===== config.mk =====
export PLATFORM = sky130hd
export DESIGN_NAME = vid_mux_sched
export DESIGN_NICKNAME = d
export VERILOG_FILES = /design/src/rtl/vid_pkg.sv /design/src/rtl/vid_sched_rrpick.sv /design/src/rtl/vid_mux_sched.sv
export SDC_FILE = /design/constraint.sdc
export NUM_CORES = 1
export LEC_CHECK = 0
export CAP_MARGIN = 15
export CORE_UTILIZATION = 55
export CTS_CLUSTER_SIZE = 8
export DETAILED_ROUTE_END_ITERATION = 8
export PLACE_DENSITY = 0.84
export SLEW_MARGIN = 10
export SYNTH_ARGS = -nofsm -noshare
export SYNTH_HDL_FRONTEND = slang
export SYNTH_HIERARCHICAL = 1
export SYNTH_SLANG_ARGS = --single-unit

===== constraint.sdc =====
create_clock -name S_AXI_ACLK -period 11.1 [get_ports S_AXI_ACLK]
set_clock_uncertainty 0.2 [all_clocks]
set_input_delay 3.33 -clock S_AXI_ACLK [delete_from_list [all_inputs] [get_ports S_AXI_ACLK]]
set_output_delay 3.33 -clock S_AXI_ACLK [all_outputs]
set_load 0.005 [all_outputs]

===== src/rtl/vid_pkg.sv =====
// Shared encodings for the video-source scheduler: operating modes and FSM states.
package vid_pkg;

    typedef enum logic [1:0] {
        MODE_MANUAL     = 2'd0,
        MODE_FAILOVER   = 2'd1,
        MODE_CYCLE      = 2'd2,
        MODE_MANUAL_ALT = 2'd3
    } mode_e;

    typedef enum logic [1:0] {
        WAIT_LIVE = 2'd0,
        RUN       = 2'd1,
        SWITCH    = 2'd2
    } sched_state_e;

endpackage


===== src/rtl/vid_sched_rrpick.sv =====
// Wrap-around search: first set bit of mask at or above start, wrapping past NIN-1 to 0.
module vid_sched_rrpick #(
    parameter int NIN   = 5,
    parameter int LGNIN = $clog2(NIN)
) (
    input  logic [NIN-1:0]   mask,
    input  logic [LGNIN-1:0] start,
    output logic [LGNIN-1:0] idx,
    output logic             found
);

    localparam logic [LGNIN:0] NIN_W = (LGNIN+1)'(NIN);

    logic [2*NIN-1:0] dbl;
    logic [NIN-1:0]   rot;
    logic [LGNIN-1:0] off;
    logic [LGNIN:0]   sum;

    // Doubling the mask turns the wrap into a plain shift.
    assign dbl = {mask, mask};
    assign rot = NIN'(dbl >> start);

    always_comb begin
        off   = '0;
        found = 1'b0;
        for (int i = NIN - 1; i >= 0; i--) begin
            if (rot[i]) begin
                off   = LGNIN'(i);
                found = 1'b1;
            end
        end
    end

    assign sum = {1'b0, start} + {1'b0, off};
    assign idx = (sum >= NIN_W) ? LGNIN'(sum - NIN_W) : sum[LGNIN-1:0];

endmodule


===== src/rtl/vid_mux_sched.sv =====
// Video mux source scheduler: per-source liveness watchdogs plus a select FSM
// implementing manual, failover and round-robin frame-dwell policies.
//
// state     | meaning
// WAIT_LIVE | no source live; select held until any source comes alive
// RUN       | select stable; re-evaluated on end-of-frame or death of selected source
// SWITCH    | one cycle; registered target is driven onto o_select with o_switch
module vid_mux_sched
    import vid_pkg::*;
#(
    parameter int NIN        = 5,
    parameter int LGNIN      = $clog2(NIN),
    parameter int LGTIMEOUT  = 20,
    parameter int TIMEOUT    = 2**LGTIMEOUT - 1,
    parameter int LGDWELL    = 8,
    parameter int DEF_SELECT = 0
) (
    input  logic               S_AXI_ACLK,
    input  logic               S_AXI_ARESET,
    input  logic [NIN-1:0]     i_src_valid,
    input  logic               i_out_eof,
    input  logic [1:0]         i_mode,
    input  logic [LGNIN-1:0]   i_manual_sel,
    input  logic [LGDWELL-1:0] i_dwell,
    output logic [LGNIN-1:0]   o_select,
    output logic [NIN-1:0]     o_live,
    output logic               o_none_live,
    output logic               o_switch
);

    localparam int SEL_DEF = (DEF_SELECT >= NIN || DEF_SELECT < 0) ? 0 : DEF_SELECT;
    localparam logic [LGNIN-1:0]     SEL_RST  = LGNIN'(SEL_DEF);
    localparam logic [LGNIN-1:0]     SEL_LAST = LGNIN'(NIN - 1);
    localparam logic [LGNIN-1:0]     SEL_ONE  = LGNIN'(1);
    localparam logic [LGNIN:0]       NIN_W    = (LGNIN+1)'(NIN);
    localparam logic [LGTIMEOUT-1:0] WD_LOAD  = LGTIMEOUT'(TIMEOUT);
    localparam logic [LGTIMEOUT-1:0] WD_ONE   = LGTIMEOUT'(1);
    localparam logic [LGDWELL-1:0]   DW_ONE   = LGDWELL'(1);
    localparam logic [LGDWELL:0]     CNT_ONE  = (LGDWELL+1)'(1);

    logic [LGTIMEOUT-1:0] wdog     [NIN];
    logic [LGTIMEOUT-1:0] wdog_nxt [NIN];

    sched_state_e       state, state_nxt;
    logic [LGNIN-1:0]   target, target_q, target_nxt, sel_nxt;
    logic               switch_nxt;
    logic [LGDWELL-1:0] frame_cnt, cnt_nxt, cnt_base, dwell_eff;
    logic [LGDWELL:0]   cnt_inc;
    logic               dwell_hit;
    logic [1:0]         mode_q;
    mode_e              mode;
    logic               mode_chg, sel_live, msel_ok, rescan;

    logic [LGNIN-1:0]   nxt_start, next_idx, low_idx;
    logic               next_found, low_found;

    // Reload wins over expiry, so a VALID on the last live cycle keeps the source live.
    always_comb begin
        for (int k = 0; k < NIN; k++) begin
            if (i_src_valid[k])
                wdog_nxt[k] = WD_LOAD;
            else if (wdog[k] != '0)
                wdog_nxt[k] = wdog[k] - WD_ONE;
            else
                wdog_nxt[k] = '0;
        end
    end

    always_ff @(posedge S_AXI_ACLK or posedge S_AXI_ARESET) begin
        if (S_AXI_ARESET) begin
            for (int k = 0; k < NIN; k++)
                wdog[k] <= '0;
            o_live <= '0;
        end else begin
            for (int k = 0; k < NIN; k++) begin
                wdog[k]   <= wdog_nxt[k];
                o_live[k] <= (wdog_nxt[k] != '0);
            end
        end
    end

    assign o_none_live = ~|o_live;

    assign nxt_start = (o_select == SEL_LAST) ? '0 : o_select + SEL_ONE;

    vid_sched_rrpick #(.NIN(NIN), .LGNIN(LGNIN)) u_pick_next (
        .mask  (o_live),
        .start (nxt_start),
        .idx   (next_idx),
        .found (next_found)
    );

    vid_sched_rrpick #(.NIN(NIN), .LGNIN(LGNIN)) u_pick_low (
        .mask  (o_live),
        .start ('0),
        .idx   (low_idx),
        .found (low_found)
    );

    assign mode      = mode_e'(i_mode);
    assign mode_chg  = (i_mode != mode_q);
    assign sel_live  = o_live[o_select];
    assign msel_ok   = ({1'b0, i_manual_sel} < NIN_W);
    assign rescan    = (state == WAIT_LIVE) || !sel_live;
    assign cnt_base  = mode_chg ? '0 : frame_cnt;
    assign cnt_inc   = {1'b0, cnt_base} + CNT_ONE;
    assign dwell_eff = (i_dwell == '0) ? DW_ONE : i_dwell;
    assign dwell_hit = (cnt_inc >= {1'b0, dwell_eff});

    always_comb begin
        target = o_select;
        case (mode)
            MODE_FAILOVER: begin
                if (msel_ok && o_live[i_manual_sel])
                    target = i_manual_sel;
                else if (low_found)
                    target = low_idx;
            end
            MODE_CYCLE: begin
                // A dead selection rescans immediately; the frame count only matters while it lives.
                if ((rescan || (i_out_eof && dwell_hit)) && next_found)
                    target = next_idx;
            end
            default: begin
                if (msel_ok)
                    target = i_manual_sel;
            end
        endcase
    end

    always_comb begin
        state_nxt  = state;
        target_nxt = target_q;
        sel_nxt    = o_select;
        switch_nxt = 1'b0;
        cnt_nxt    = cnt_base;
        case (state)
            WAIT_LIVE: begin
                if (!o_none_live) begin
                    if (target != o_select) begin
                        state_nxt  = SWITCH;
                        target_nxt = target;
                    end else begin
                        state_nxt = RUN;
                    end
                end
            end
            RUN: begin
                if (o_none_live) begin
                    state_nxt = WAIT_LIVE;
                end else begin
                    if (mode == MODE_CYCLE && i_out_eof && sel_live)
                        cnt_nxt = dwell_hit ? '0 : cnt_inc[LGDWELL-1:0];
                    if ((i_out_eof || !sel_live) && target != o_select) begin
                        state_nxt  = SWITCH;
                        target_nxt = target;
                    end
                end
            end
            SWITCH: begin
                sel_nxt    = target_q;
                switch_nxt = 1'b1;
                cnt_nxt    = '0;
                state_nxt  = RUN;
            end
            default: state_nxt = WAIT_LIVE;
        endcase
    end

    always_ff @(posedge S_AXI_ACLK or posedge S_AXI_ARESET) begin
        if (S_AXI_ARESET) begin
            state     <= WAIT_LIVE;
            target_q  <= SEL_RST;
            o_select  <= SEL_RST;
            o_switch  <= 1'b0;
            frame_cnt <= '0;
            mode_q    <= MODE_MANUAL;
        end else begin
            state     <= state_nxt;
            target_q  <= target_nxt;
            o_select  <= sel_nxt;
            o_switch  <= switch_nxt;
            frame_cnt <= cnt_nxt;
            mode_q    <= i_mode;
        end
    end

endmodule


==> results of run 1 <==
-- stage by stage --
stage / setup slack (ps) / total power, mW / hold WS, ps / cells / instance area, sq um
floorplan: 3730 / 0.810 / 246 / 1000 / 8800
global placement: 2850 / 0.892 / 267 / 1203 / 9230
detailed placement: 2680 / 0.902 / 277 / 1203 / 9230
CTS: 3080 / 1.48 / 295 / 1235 / 9840
global route: 2670 / 1.55 / 335 / 1235 / 9840
finish: 2990 / 1.47 / 290 / 1235 / 9840
-- final cells by class --
cell class	instances	share of cell area, %
Clock inverter	6	1.09
Sequential cell	124	31.5
Tap cell	211	2.68
Multi-Input combinational cell	781	54.1
Timing Repair Buffer	37	3.59
Clock buffer	26	5.07
Inverter	50	1.93
-- power by group --
part / internal [mW] / total, mW / switching (mW)
clock: 0.376 / 0.567 / 0.191
sequential: 0.473 / 0.507 / 0.0338
combinational: 0.178 / 0.398 / 0.220
-- final timing paths --
check | slack (ps) | from | end | cells after the start
setup / recovery | 2990 | i_mode[0] | target_q[2] | 20
setup reg to reg | 4520 | o_select[0] | target_q[2] | 24
max in group asynchronous | 6240 | S_AXI_ARESET | wdog[69] | 3
min in group asynchronous | 3220 | S_AXI_ARESET | wdog[19] | 2
hold / removal | 290 | target_q[0] | o_select[0] | 2
hold reg to reg | 290 | target_q[0] | o_select[0] | 2
-- registers in the layout (all words and copies together), names as in the netlist --
name       count
frame_cnt      8
o_switch       1
o_live         5
mode_q         2
target_q       3
o_select       3
wdog         100
state          2
-- metal layers --
metal  part of all wire [%]  track usage (%)  wire length, um  vias to the layer above
met3                    3.7             4.13              677                       31
li1                       -                -                -                     3612
met5                      0                0                0                        -
met4                    1.6             8.44              295                        0
met2                     48             38.2             8680                      184
met1                     47             31.1             8610                     3561
-- synth_stat cells (25+ instances only) --
| library cell | n | area, sq um |
|---|---|---|
| ha_1 | 32 | 400 |
| nor2_1 | 85 | 319 |
| inv_1 | 50 | 188 |
| dfrtp_1 | 124 | 3100 |
| nor3_1 | 54 | 270 |
| nand3_1 | 25 | 125 |
| o21bai_1 | 44 | 330 |
| xnor2_1 | 58 | 508 |
| o21ai_0 | 60 | 300 |
| xor2_1 | 26 | 228 |
| clkbuf_1 | 36 | 135 |
| a21oi_1 | 33 | 165 |
| nand2_1 | 63 | 236 |
-- layout by cell type (no fill, tap or decap), drive strengths merged, types with 16 or more instances in the layout --
cell type and n:
clkbuf 26, mux2i 20, nor2 85, clkdlybuf4s50 30, nand2 63, a21oi 33, ha 32, dfrtp 124
inv 50, nor3 54, nor2b 17, xnor2 58, o21bai 45, o21ai 62, nand3 25, nand2b 16
xor2 28
-- worst max-delay path, stage by stage --
cell,delay [ps]
clkdlybuf4s50_1,470
xnor2_1,280
and2_1,250
nand2_1,100
inv_1,110
ha_1,260
nand2_1,80
nor2_1,230
nand3_1,130
xor2_1,190
nor2_1,70
ha_1,310
a21o_1,180
a21oi_1,140
o31ai_1,110
a221oi_1,700
a31oi_1,60
or4_1,660
o2111a_1,230
mux2_2,290
-- cell families after synthesis --
logic type	Yosys count	synth area share (%)
flip-flops	124	35.4
AO/OA/AOI/OAI	239	18.8
buffers and inverters	95	4.39
adder cells (fa/ha/maj)	34	5.03
AND/OR/NAND/NOR	373	22.5
multiplexers	36	4.99
other	1	0.0428
XOR/XNOR	86	8.77
==> results.sh, run 1 <==
export IMPL_num_fill_cells=1265
export IMPL_run_status="finished clean"
export IMPL_grt_max_degree=69
export IMPL_die_area_sq_um=16400
export IMPL_start_kind="input port"
export IMPL_port_buffers=30
export IMPL_syn2layout_area_growth_pct=12.3
export IMPL_synthArstFlopShare_pct=100
export IMPL_drt_pass1_iter_count=7
export IMPL_max_clock_path_buffers=2
export IMPL_cp_end_kind="register"
export IMPL_grt_overflow=0
export IMPL_totalWireLength_um=18300
export IMPL_layout_min_cycle_time_ps=8110
export IMPL_powerDensity_nw_per_um2=150
export IMPL_clk_pin_slew_ps=50
export IMPL_post_cts_setup_buffer_count=0
export IMPL_place_gp_congestion=0.869
export IMPL_synth_cells=988
export IMPL_numCtsBuffers=17
export IMPL_n_antenna_cell=0
export IMPL_synth_main_ff_cell="dfrtp_1"
export IMPL_fin_crit_sh_pct=73.0
export IMPL_crit_type="input port to register"
export IMPL_cts_sinks=124
export IMPL_ys_seq_area_share_pct=35.4
export IMPL_initial_core_util_pct=57.0
export IMPL_dpl_hpwl_um=12000
export IMPL_hold_viol=0
export IMPL_irDropWorstVdd_v=0.000124
export IMPL_antenna_found_initial=0
export IMPL_grt_pass1_wl_um=31200
export IMPL_postCtsHoldBufs=0
export IMPL_final_antenna_net_count=0
export IMPL_hold_class="register to register"
export IMPL_setup_viol=0
export IMPL_drc=0
export IMPL_relSlewSlack_pct=44.3
export IMPL_clk_latency_ps=420
export IMPL_io_pins=31
export IMPL_cts_root_buf="clkbuf_16"
export IMPL_syn_area_sq_um=8760
export IMPL_nNetsFinal=1066
export IMPL_grt_pass1_vias=6800
export IMPL_core_area_sq_um=15400
export IMPL_slew_violations=0
export IMPL_ys_ff_latch=124
export IMPL_post_cts_resized=0
export IMPL_max_freq_mhz=123
export IMPL_htree_levels=4
export IMPL_regArea_sq_um=3100
export IMPL_viasPerCell=5.98
export IMPL_cts_tree="done"
export IMPL_drtIter0Drc=557
export IMPL_drive_gt1_share_pct=7.42
export IMPL_syn_avg_cell_area_sq_um=8.86
export IMPL_synth_edff_count=0
export IMPL_die_h_um=128
export IMPL_worstMarginPinSlew_ps=836
export IMPL_track_usage_pct=23.4
export IMPL_rows=45
export IMPL_critical_path_required_ps=11200
export IMPL_setup_tns_final_ps=0
export IMPL_wl_per_cell_um=14.8
export IMPL_dieWidth_um=128
export IMPL_vias=7388
export IMPL_ys_types=81
export IMPL_post_route_util_pct=64.0
export IMPL_cp_arrival_ps=8210
export IMPL_rsz0062_at_grt="false"
export IMPL_worstPathMaxFanout=5
export IMPL_multi_input_area_sq_um=5320
export IMPL_ys_warn_count=6
export IMPL_p_leak_nw=3.63
export IMPL_maxCapViolations=0
No activity file was read; power rests on OpenSTA's default activity.
==> run 2, diff against run 1 <==
clock period = 7.5 ns   (was 11.1 ns; I/O delays follow)
==> run 2 against run 1 <==
Compared with the run above: core utilization increased by 0.11 points; largest cell class unchanged; final cell count about the same; clock power increased by 51%; count of clock-buffer cells in the layout decreased by 6; wire length increased by 2.6%; critical path type unchanged; cell area increased by 0.18%; setup slack got worse by 2300 ps; via count decreased by 0.77%; total power increased by 49%; register-to-register slack got worse by 3500 ps; sequential share of layout area decreased by 0.056 points.
==> results.sh, run 2 (same netlist as run 1, synthesis figures left out) <==
export IMPL_run_status="finished clean"
export IMPL_crit_slowest_cell="or4_1"
export IMPL_dr_wl_met2_um=8960
export IMPL_dpl_hpwl_um=12000
export IMPL_place_gp_congestion=0.899
export IMPL_n_antenna_cell=0
export IMPL_clk_latency_ps=420
export IMPL_dieWidth_um=128
export IMPL_cp_depth=21
export IMPL_final_antenna_net_count=0
export IMPL_reg2reg_depth=24
export IMPL_worstPathMaxFanout=5
export IMPL_setup_tns_final_ps=0
export IMPL_powerDensity_nw_per_um2=223
export IMPL_timing_rr_start="o_select[0]"
export IMPL_layout_common_cells="dfrtp_1 (124), nor2_1 (85), nand2_1 (63)"
export IMPL_port_buffers=30
export IMPL_relSlewSlack_pct=43.7
export IMPL_postCtsHoldBufs=0
export IMPL_totalWireLength_um=18700
export IMPL_drtIter0Drc=660
export IMPL_grt_overflow=0
export IMPL_irDropWorstVdd_v=0.000181
export IMPL_regArea_sq_um=3100
export IMPL_antenna_found_initial=0
export IMPL_ff2ff_setup_slack_ps=1010
export IMPL_max_stage_delay_ps=630
export IMPL_die_area_sq_um=16400
export IMPL_final_cells=1236
export IMPL_cts_sinks=124
export IMPL_slew_violations=0
export IMPL_multi_input_area_sq_um=5320
export IMPL_core_area_sq_um=15400
export IMPL_track_usage_pct=24.2
export IMPL_worstMarginPinSlew_ps=844
export IMPL_largestRegisters="wdog: 100 flops, frame_cnt: 8 flops, o_live: 5 flops"
export IMPL_worstHoldStart="target_q[1]"
export IMPL_largest_reg_flops=100
export IMPL_max_freq_mhz=146
export IMPL_cts_root_buf="clkbuf_16"
export IMPL_post_cts_resized=0
export IMPL_viasPerCell=5.93
export IMPL_post_dp_cell_area_sq_um=9240
export IMPL_min_to="o_select[1]"
export IMPL_layout_commonest_cell="dfrtp_1"
export IMPL_path_cells="clkdlybuf4s50_1 -> xnor2_1 -> and2_1 -> nand2_1 -> inv_1 -> ha_1 -> nand2_1 -> nor2_1 -> nand3_1 -> xor2_1 -> nor2_1 -> ha_1 -> a21o_1 -> a21oi_1 -> o31ai_1 -> a221oi_1 -> buf_4 -> a31oi_1 -> or4_1 -> o2111a_1 -> mux2_2"
export IMPL_layout_min_cycle_time_ps=6830
export IMPL_clk_pin_slew_ps=50
export IMPL_max_clock_path_buffers=2
export IMPL_holdPathStages=2
export IMPL_drt_pass1_iter_count=7
export IMPL_wl_per_cell_um=15.2
export IMPL_die_h_um=128
export IMPL_rows=45
export IMPL_grt_pass1_vias=6923
export IMPL_totalPowerFinal_mw=2.20
export IMPL_cp_arrival_ps=6930
export IMPL_rsz0062_at_grt="false"
export IMPL_syn2layout_area_growth_pct=12.5
export IMPL_grt_pass1_wl_um=32300
export IMPL_drive_gt1_share_pct=7.90
export IMPL_initial_core_util_pct=57.0
export IMPL_htree_levels=4
export IMPL_highest_layer="met4"
export IMPL_hold_class="register to register"
export IMPL_crit_type="input port to register"
export IMPL_critical_path_required_ps=7600
export IMPL_drc=0
export IMPL_cts_tree="done"
export IMPL_start_kind="input port"
export IMPL_stdcell_area_sq_um=9860
export IMPL_wl_met1_um=8780
export IMPL_wl_met3_um=734
export IMPL_hold_viol=0
export IMPL_regMostFlops="wdog"
export IMPL_maxCapViolations=0
export IMPL_post_cts_setup_buffer_count=0
export IMPL_num_fill_cells=1239
export IMPL_vias=7331
export IMPL_io_pins=31
export IMPL_cpLargestDelayFamily="simple AND/OR/NAND/NOR gates"
export IMPL_rr_endpoint="target_q[2]"
export IMPL_p_leak_nw=3.64
export IMPL_dp_cells=1204
export IMPL_fin_crit_sh_pct=91.1
export IMPL_grt_max_degree=71
export IMPL_cp_num_buf_inv=3
export IMPL_nNetsFinal=1067
export IMPL_numCtsBuffers=17
export IMPL_setup_viol=0
export IMPL_cp_end_kind="register"
## run 2: worst max-delay path by stage
| stage | startpoint | end | slack, ps |
|---|---|---|---|
| 2_1_floorplan | i_mode[0] | target_q[0] | 1210 |
| 3_3_place_gp | i_mode[0] | target_q[1] | 530 |
| 3_5_place_dp | i_mode[0] | target_q[2] | 370 |
| 4_1_cts | i_mode[0] | target_q[1] | 770 |
| 5_1_grt | i_mode[0] | target_q[0] | 370 |
| 6_report | i_mode[0] | target_q[2] | 670 |
## run 2: report_power, final
group	switching [mW]	total, mW	leakage (nW)	internal, mW
Clock	0.311	0.854	0.301	0.543
Combinational	0.328	0.596	2.16	0.268
Sequential	0.0480	0.747	1.18	0.700
## run 2: final cells by class
| cell class | instances | share of cell area [%] |
|---|---|---|
| Clock inverter | 12 | 1.62 |
| Inverter | 50 | 1.93 |
| Sequential cell | 124 | 31.5 |
| Tap cell | 211 | 2.68 |
| Timing Repair Buffer | 38 | 3.66 |
| Multi-Input combinational cell | 781 | 54.0 |
| Clock buffer | 20 | 4.63 |
## run 2: per-layer routing
layer / GRT usage, % / up-vias
li1: - / 3618
met1: 32.7 / 3505
met2: 39.5 / 182
met3: 4.05 / 26
met4: 8.03 / 0
met5: 0 / -
## run 2: tightest hold or removal path: stages (launching register included)
cell and delay (ps):
dfrtp_1 340, nand2_1 50, o21ai_0 60
## run 2: through the flow
stage,util (%),setup slack [ps],hold WS [ps]
floorplan,-,1210,246
global placement,60.1,529,266
detailed placement,60.1,367,271
CTS,64.1,774,283
global route,64.1,369,304
finish,64.1,667,282
